$ cat src/rtl/codec_cfg_scheduler.sv
// Codec configuration scheduler: replays the WM8731 power-up table, then serves runtime register writes
// through the I2C write engine, with bounded retry. Optional shadow readback when CFG_SHADOW_EN is defined.
module codec_cfg_scheduler #(
  parameter logic [6:0] DEV_ADDR       = 7'h1A,
  parameter int         MAX_RETRY      = 3,
  parameter int         GAP_CYCLES     = 16,
  parameter int         TIMEOUT_CYCLES = 4096
) (
  input  logic        i_clk,
  input  logic        i_rst_n,
  input  logic        i_start,
  output logic        o_init_done,
  output logic        o_busy,
  output logic        o_err,
  output logic [7:0]  o_err_cnt,
  input  logic        i_req_valid,
  input  logic [6:0]  i_req_addr,
  input  logic [8:0]  i_req_data,
  output logic        o_req_ready,
  output logic        o_eng_start,
  output logic [23:0] o_eng_frame,
  input  logic        i_eng_done,
  input  logic        i_eng_nack
`ifdef CFG_SHADOW_EN
  ,
  input  logic [3:0]  i_rd_addr,
  output logic [8:0]  o_rd_data
`endif
);

  // Request handshake: a runtime write transfers on the cycle where i_req_valid && o_req_ready;
  // o_req_ready depends only on the state, so a held request is taken exactly once.
  localparam int RW = $clog2(MAX_RETRY + 2);
  localparam int TW = $clog2(TIMEOUT_CYCLES + 1);
  localparam int GW = $clog2(GAP_CYCLES + 1);
  localparam logic [3:0] LAST_IDX = 4'd9;

  typedef enum logic [2:0] {
    S_IDLE, S_ISSUE, S_WAIT, S_GAP, S_SERVE, S_FAIL
  } state_e;

  state_e        state_q, state_d;
  logic [3:0]    idx_q, idx_d;
  logic [RW-1:0] retry_q, retry_d;
  logic [TW-1:0] tmo_q, tmo_d;
  logic [GW-1:0] gap_q, gap_d;
  logic          init_done_q, init_done_d;
  logic          err_q, err_d;
  logic [7:0]    err_cnt_q, err_cnt_d;
  logic [6:0]    req_addr_q, req_addr_d;
  logic [8:0]    req_data_q, req_data_d;

  logic [6:0]    tbl_addr;
  logic [8:0]    tbl_data;
  logic [6:0]    cmd_addr;
  logic [8:0]    cmd_data;
  logic          ack;
  logic          nack_or_tmo;

  // Table is issued from R9 down to R0, so the register address is derived from the index.
  assign tbl_addr = 7'd9 - {3'b000, idx_q};

  always_comb begin
    tbl_data = 9'h000;
    case (idx_q)
      4'd0:    tbl_data = 9'h001;
      4'd1:    tbl_data = 9'h019;
      4'd2:    tbl_data = 9'h042;
      4'd3:    tbl_data = 9'h000;
      4'd4:    tbl_data = 9'h000;
      4'd5:    tbl_data = 9'h015;
      4'd6:    tbl_data = 9'h079;
      4'd7:    tbl_data = 9'h079;
      4'd8:    tbl_data = 9'h097;
      4'd9:    tbl_data = 9'h097;
      default: tbl_data = 9'h000;
    endcase
  end

  // Once init has completed every frame comes from the latched runtime request.
  assign cmd_addr = init_done_q ? req_addr_q : tbl_addr;
  assign cmd_data = init_done_q ? req_data_q : tbl_data;

  assign ack         = (state_q == S_WAIT) && i_eng_done && !i_eng_nack;
  assign nack_or_tmo = (i_eng_done && i_eng_nack) || (tmo_q == TW'(TIMEOUT_CYCLES - 1));

  always_comb begin
    state_d     = state_q;
    idx_d       = idx_q;
    retry_d     = retry_q;
    tmo_d       = tmo_q;
    gap_d       = gap_q;
    init_done_d = init_done_q;
    err_d       = err_q;
    err_cnt_d   = err_cnt_q;
    req_addr_d  = req_addr_q;
    req_data_d  = req_data_q;
    case (state_q)
      S_IDLE: begin
        if (i_start) begin
          idx_d   = 4'd0;
          retry_d = '0;
          state_d = S_ISSUE;
        end
      end
      S_ISSUE: begin
        tmo_d   = '0;
        state_d = S_WAIT;
      end
      S_WAIT: begin
        tmo_d = tmo_q + 1'b1;
        gap_d = '0;
        if (ack) begin
          retry_d = '0;
          state_d = S_GAP;
        end else if (nack_or_tmo) begin
          if (err_cnt_q != 8'hFF) err_cnt_d = err_cnt_q + 8'd1;
          if (retry_q < RW'(MAX_RETRY)) begin
            retry_d = retry_q + 1'b1;
            state_d = S_GAP;
          end else if (!init_done_q) begin
            err_d   = 1'b1;
            state_d = S_FAIL;
          end else begin
            err_d   = 1'b1;
            retry_d = '0;
            state_d = S_GAP;
          end
        end
      end
      S_GAP: begin
        gap_d = gap_q + 1'b1;
        if (gap_q == GW'(GAP_CYCLES - 1)) begin
          // A nonzero retry count means the last attempt failed and must be re-issued.
          if (retry_q != '0) begin
            state_d = S_ISSUE;
          end else if (init_done_q) begin
            state_d = S_SERVE;
          end else if (idx_q == LAST_IDX) begin
            init_done_d = 1'b1;
            state_d     = S_SERVE;
          end else begin
            idx_d   = idx_q + 4'd1;
            state_d = S_ISSUE;
          end
        end
      end
      S_SERVE: begin
        if (i_req_valid) begin
          req_addr_d = i_req_addr;
          req_data_d = i_req_data;
          state_d    = S_ISSUE;
        end
      end
      S_FAIL: begin
        if (i_start) begin
          err_d   = 1'b0;
          idx_d   = 4'd0;
          retry_d = '0;
          state_d = S_ISSUE;
        end
      end
      default: state_d = S_IDLE;
    endcase
  end

  always_ff @(posedge i_clk or negedge i_rst_n) begin
    if (!i_rst_n) begin
      state_q     <= S_IDLE;
      idx_q       <= 4'd0;
      retry_q     <= '0;
      tmo_q       <= '0;
      gap_q       <= '0;
      init_done_q <= 1'b0;
      err_q       <= 1'b0;
      err_cnt_q   <= 8'd0;
      req_addr_q  <= 7'd0;
      req_data_q  <= 9'd0;
    end else begin
      state_q     <= state_d;
      idx_q       <= idx_d;
      retry_q     <= retry_d;
      tmo_q       <= tmo_d;
      gap_q       <= gap_d;
      init_done_q <= init_done_d;
      err_q       <= err_d;
      err_cnt_q   <= err_cnt_d;
      req_addr_q  <= req_addr_d;
      req_data_q  <= req_data_d;
    end
  end

  assign o_init_done = init_done_q;
  assign o_err       = err_q;
  assign o_err_cnt   = err_cnt_q;
  assign o_busy      = (state_q == S_ISSUE) || (state_q == S_WAIT) || (state_q == S_GAP);
  assign o_req_ready = (state_q == S_SERVE);
  assign o_eng_start = (state_q == S_ISSUE);
  assign o_eng_frame = ((state_q == S_ISSUE) || (state_q == S_WAIT))
                       ? {DEV_ADDR, 1'b0, cmd_addr, cmd_data} : 24'h000000;

`ifdef CFG_SHADOW_EN
  logic [8:0] shadow_q [10];
  logic [8:0] shadow_d [10];

  always_comb begin
    shadow_d = shadow_q;
    if (ack && (cmd_addr < 7'd10)) shadow_d[cmd_addr[3:0]] = cmd_data;
  end

  always_ff @(posedge i_clk or negedge i_rst_n) begin
    if (!i_rst_n) begin
      for (int i = 0; i < 10; i++) shadow_q[i] <= 9'h000;
    end else begin
      shadow_q <= shadow_d;
    end
  end

  assign o_rd_data = (i_rd_addr < 4'd10) ? shadow_q[i_rd_addr] : 9'h000;
`endif

endmodule

$ cat config.mk
export PLATFORM = sky130hd
export DESIGN_NAME = codec_cfg_scheduler
export DESIGN_NICKNAME = d
export VERILOG_FILES = /design/src/rtl/codec_cfg_scheduler.sv
export SDC_FILE = /design/constraint.sdc
export NUM_CORES = 1
export LEC_CHECK = 0
export BUFFER_PORTS_ARGS = -buffer_cell sky130_fd_sc_hd__buf_2
export CORE_MARGIN = 5
export CORE_UTILIZATION = 60
export CTS_CLUSTER_DIAMETER = 150
export DETAILED_ROUTE_END_ITERATION = 8
export GPL_TIMING_DRIVEN = 0
export HOLD_SLACK_MARGIN = 0.1
export PLACE_DENSITY = 0.85
export SYNTH_ARGS = -nofsm -noshare
export SYNTH_HDL_FRONTEND = slang
export SYNTH_SLANG_ARGS = --single-unit
$ cat constraint.sdc
create_clock -name i_clk -period 3.45 [get_ports i_clk]
set_clock_uncertainty 0.15 [all_clocks]
set_input_delay 0.345 -clock i_clk [delete_from_list [all_inputs] [get_ports i_clk]]
set_output_delay 0.345 -clock i_clk [all_outputs]
set_load 0.02 [all_outputs]
==> impl_metrics.env <==
export IMPL_status="complete, no violations"
export IMPL_crit_type="flip-flop to output pin"
export IMPL_first_pass_detailed_route_iteration_total=4
export IMPL_report_final_hold_viol_count=0
export IMPL_netSwitchingFraction_pct=41.1
export IMPL_post_cts_resize_count=0
export IMPL_routed_via_count=2616
export IMPL_min_to="req_data_q[3]"
export IMPL_setup_violations=0
export IMPL_synth_seq_area_share_pct=42.5
export IMPL_clk_transition_reported_paths_ps=90
export IMPL_clock_tree_root_cell="clkbuf_8"
export IMPL_placement_rows=26
export IMPL_syn_cell_area_mm2=0.00318
export IMPL_timing_critical_path_from_type="flip-flop"
export IMPL_maxCapViolCount=0
export IMPL_layout_nets=433
export IMPL_relSlewSlack_pct=55.3
export IMPL_hold_path_startpoint="i_req_data[3]"
export IMPL_totalWireLength_mm=6.91
export IMPL_timing_rr_start="idx_q[2]"
export IMPL_worst_hold_path_num_cells=2
export IMPL_top_level_ports=59
export IMPL_antenna_cells_inserted=0
export IMPL_tritoncts="yes"
export IMPL_gr_total_overflow=0
export IMPL_post_route_cell_area_mm2=0.00372
export IMPL_synth_seq_cells=54
export IMPL_synth_enable_flop_cells=0
export IMPL_track_usage_pct=21.1
export IMPL_worst_ir_drop_vdd_v=0.000410
export IMPL_postSynthAreaPerCell_um2=9.76
export IMPL_synthTopCellsByArea="dfrtp_1, mux2_1, ha_1"
export IMPL_place_congestion=0.888
export IMPL_ff2ff_path_depth=8
export IMPL_switching_pwr_uw=947
export IMPL_synth_largest_area_cell="dfrtp_1"
export IMPL_floorplan_initialDensity_pct=61.9
export IMPL_worst_slew_pin_slew_ps=670
export IMPL_io_buffers=53
export IMPL_die_y_um=82.8
export IMPL_dpl_hpwl_mm=4.97
export IMPL_holdCritPathClass="input port to flip-flop"
export IMPL_async_reset_ff_share_pct=100
export IMPL_internal_power_mw=1.36
export IMPL_wl_per_cell_um=14.7
export IMPL_drcViolationCount=0
export IMPL_area_inside_the_core_boundary_mm2=0.00514
export IMPL_ctsLongestPathBuffers=2
export IMPL_crit_reg2reg_capture="idx_q[3]"
export IMPL_pwr_density_cell_mw_per_mm2=619
export IMPL_first_global_vias=2577
export IMPL_area_growth_synth_to_final_pct=17.0
export IMPL_viasPerCell=5.58
export IMPL_highest_achievable_clock_rate_ghz=0.378
export IMPL_static_leakage_power_nw=1.85
export IMPL_dieArea_mm2=0.00686
export IMPL_syn_inst=326
export IMPL_finalMaxSlewViolations=0
export IMPL_cts_made_buffers=5
export IMPL_crit_path_end_kind="output pin"
export IMPL_ys_warn_count=0
export IMPL_netlist_cell_type_count=51
export IMPL_fp_dieW_um=82.8
export IMPL_final_period_utilization_pct=76.7
export IMPL_clock_sinks=54
export IMPL_reg2reg_setup_slack_ps=1040
export IMPL_synth_main_ff_cell="dfrtp_1"
export IMPL_worst_ep_arrival_time_ps=2150
export IMPL_grt_start_max_net_pins=55
export IMPL_drive_gt1_share_pct=21.8
export IMPL_power_share_clock_pct=15.8
export IMPL_detail_route_antenna_nets=0
export IMPL_placement_cell_area_mm2=0.00355
export IMPL_sequential_cell_fraction_of_total_power_pct=38.8
export IMPL_grt_pass1_wl_mm=12.3
export IMPL_clkLatencyLatePin_ps=310
export IMPL_crit_path_max_fanout=10
export IMPL_unrepaired_setup_endpoints_after_global_routing="false"
export IMPL_comb_power_share_pct=45.3
export IMPL_worst_ep_required_time_ps=2950
export IMPL_htree_levels=2
export IMPL_min_period_ps=2650
export IMPL_final_setup_tns_ps=0
export IMPL_synth_top_area_share_pct=42.5
export IMPL_drt_iter0_markers=231
export IMPL_grt_antenna_before_repair=0
[cells in the mapped netlist (2+ instances only)]
library cell and number:
nand2_1 29, or3_1 2, and3b_1 2, clkbuf_1 7, dfrtp_1 54, and2_1 5
o31ai_1 4, nor4_1 4, nor3b_1 3, ha_1 13, o211ai_1 6, buf_4 8
o21ai_1 6, a21o_1 3, nor4_2 2, nor2_1 22, and3_1 4, a21oi_1 17
nand3_1 14, a22o_1 3, mux2i_1 13, nor3_1 4, buf_2 7, and4_1 2
nand4_1 9, mux2_1 18, inv_1 12, a211oi_1 3, nor2b_1 4, a41oi_2 2
xor2_1 7, o21ai_0 12, nand3b_1 3, nand2b_1 5
[cells in the final DEF, fill, tap and decap left out, types with 6 or more instances in the layout]
| cell type | count |
|---|---|
| o21ai_0 | 12 |
| nand2_1 | 29 |
| dlygate4sd3_1 | 8 |
| nand4_1 | 9 |
| o211ai_1 | 6 |
| buf_2 | 59 |
| nor2_1 | 22 |
| ha_1 | 13 |
| mux2_1 | 18 |
| clkbuf_8 | 6 |
| xor2_1 | 7 |
| a21oi_1 | 17 |
| buf_4 | 9 |
| inv_1 | 12 |
| o21ai_1 | 6 |
| dfrtp_1 | 54 |
| mux2i_1 | 13 |
| nand3_1 | 14 |
| clkbuf_1 | 8 |
[power by group through the flow]
stage               combinational, mW  clock, mW  sequential (mW)
floorplan                       0.737          0            0.906
global placement                0.995          0            0.893
detailed placement               1.03          0            0.906
CTS                              1.04      0.375            0.894
global route                     1.16      0.395            0.916
finish                           1.04      0.365            0.895
[state kept, by name, indices dropped and copies added, names as in the netlist]
register / count
tmo_q: 13
req_data_q: 9
o_err_cnt: 8
req_addr_q: 7
gap_q: 5
idx_q: 4
retry_q: 3
state_q: 3
o_err: 1
o_init_done: 1
[repair_timing]
item,4_1_cts,5_1_grt
hold buffers,7,1
hold endpoints to repair,7,54
setup buffers,0,0
setup endpoints to repair,0,0
[area by class of cell]
| type | count | area [um2] |
|---|---|---|
| Sequential cell | 54 | 1350 |
| Buffer | 24 | 136 |
| Fill cell | 399 | 1420 |
| Tap cell | 70 | 87.6 |
| Multi-Input combinational cell | 239 | 1660 |
| Clock buffer | 7 | 86.3 |
| Timing Repair Buffer | 61 | 348 |
| Inverter | 13 | 48.8 |
| Clock inverter | 1 | 5.00 |
[per-stage QoR]
stage | instances | power, mW | hold slack (ps) | util (%) | worst slack (ps)
floorplan | 330 | 1.64 | -101 | - | 1320
global placement | 453 | 1.89 | 311 | 69.0 | 1190
detailed placement | 453 | 1.93 | 323 | 69.0 | 1100
CTS | 468 | 2.31 | 101 | 72.2 | 810
global route | 469 | 2.47 | 100 | 72.4 | 650
finish | 469 | 2.30 | 100 | 72.4 | 804
[worst max path at each step]
stage,start,slack [ps],to
6_report,state_q[1],800,o_eng_frame[12]
5_1_grt,state_q[1],650,o_eng_frame[4]
3_3_place_gp,idx_q[2],1190,idx_q[3]
4_1_cts,state_q[1],810,o_eng_frame[12]
3_5_place_dp,idx_q[2],1100,idx_q[3]
2_1_floorplan,state_q[2],1320,o_eng_frame[10]
[cell families (layout without fill, tap and decap cells)]
kind of cell	count (synthesis)	after routing	share of synthesized area (%)
and+or+nand+nor	118	118	20.2
AOI/OAI and AO/OA	62	62	12.7
DFF	54	54	42.5
buffers and inverters	37	106	5.82
muxes	33	33	11.3
adders and majority gates	13	13	5.11
xor gates and xnor gates	8	8	2.20
other	1	5	0.118
[critical path: stages (launching register included)]
cell and delay [ps]:
dfrtp_1 340, buf_2 200, nor3b_2 270, buf_2 250
nor2_1 80, buf_2 190, buf_2 200, nor2_1 130
buf_2 170
[routing by layer]
metal | share of wire, % | GRT usage [%] | vias up
met2 | 50 | 35.1 | 51
met4 | 1.1 | 5.35 | 0
met5 | 0 | 0 | -
li1 | - | - | 1293
met3 | 4.4 | 4.46 | 7
met1 | 45 | 28.1 | 1265
Note: power is estimated with default switching activity, not from simulation.
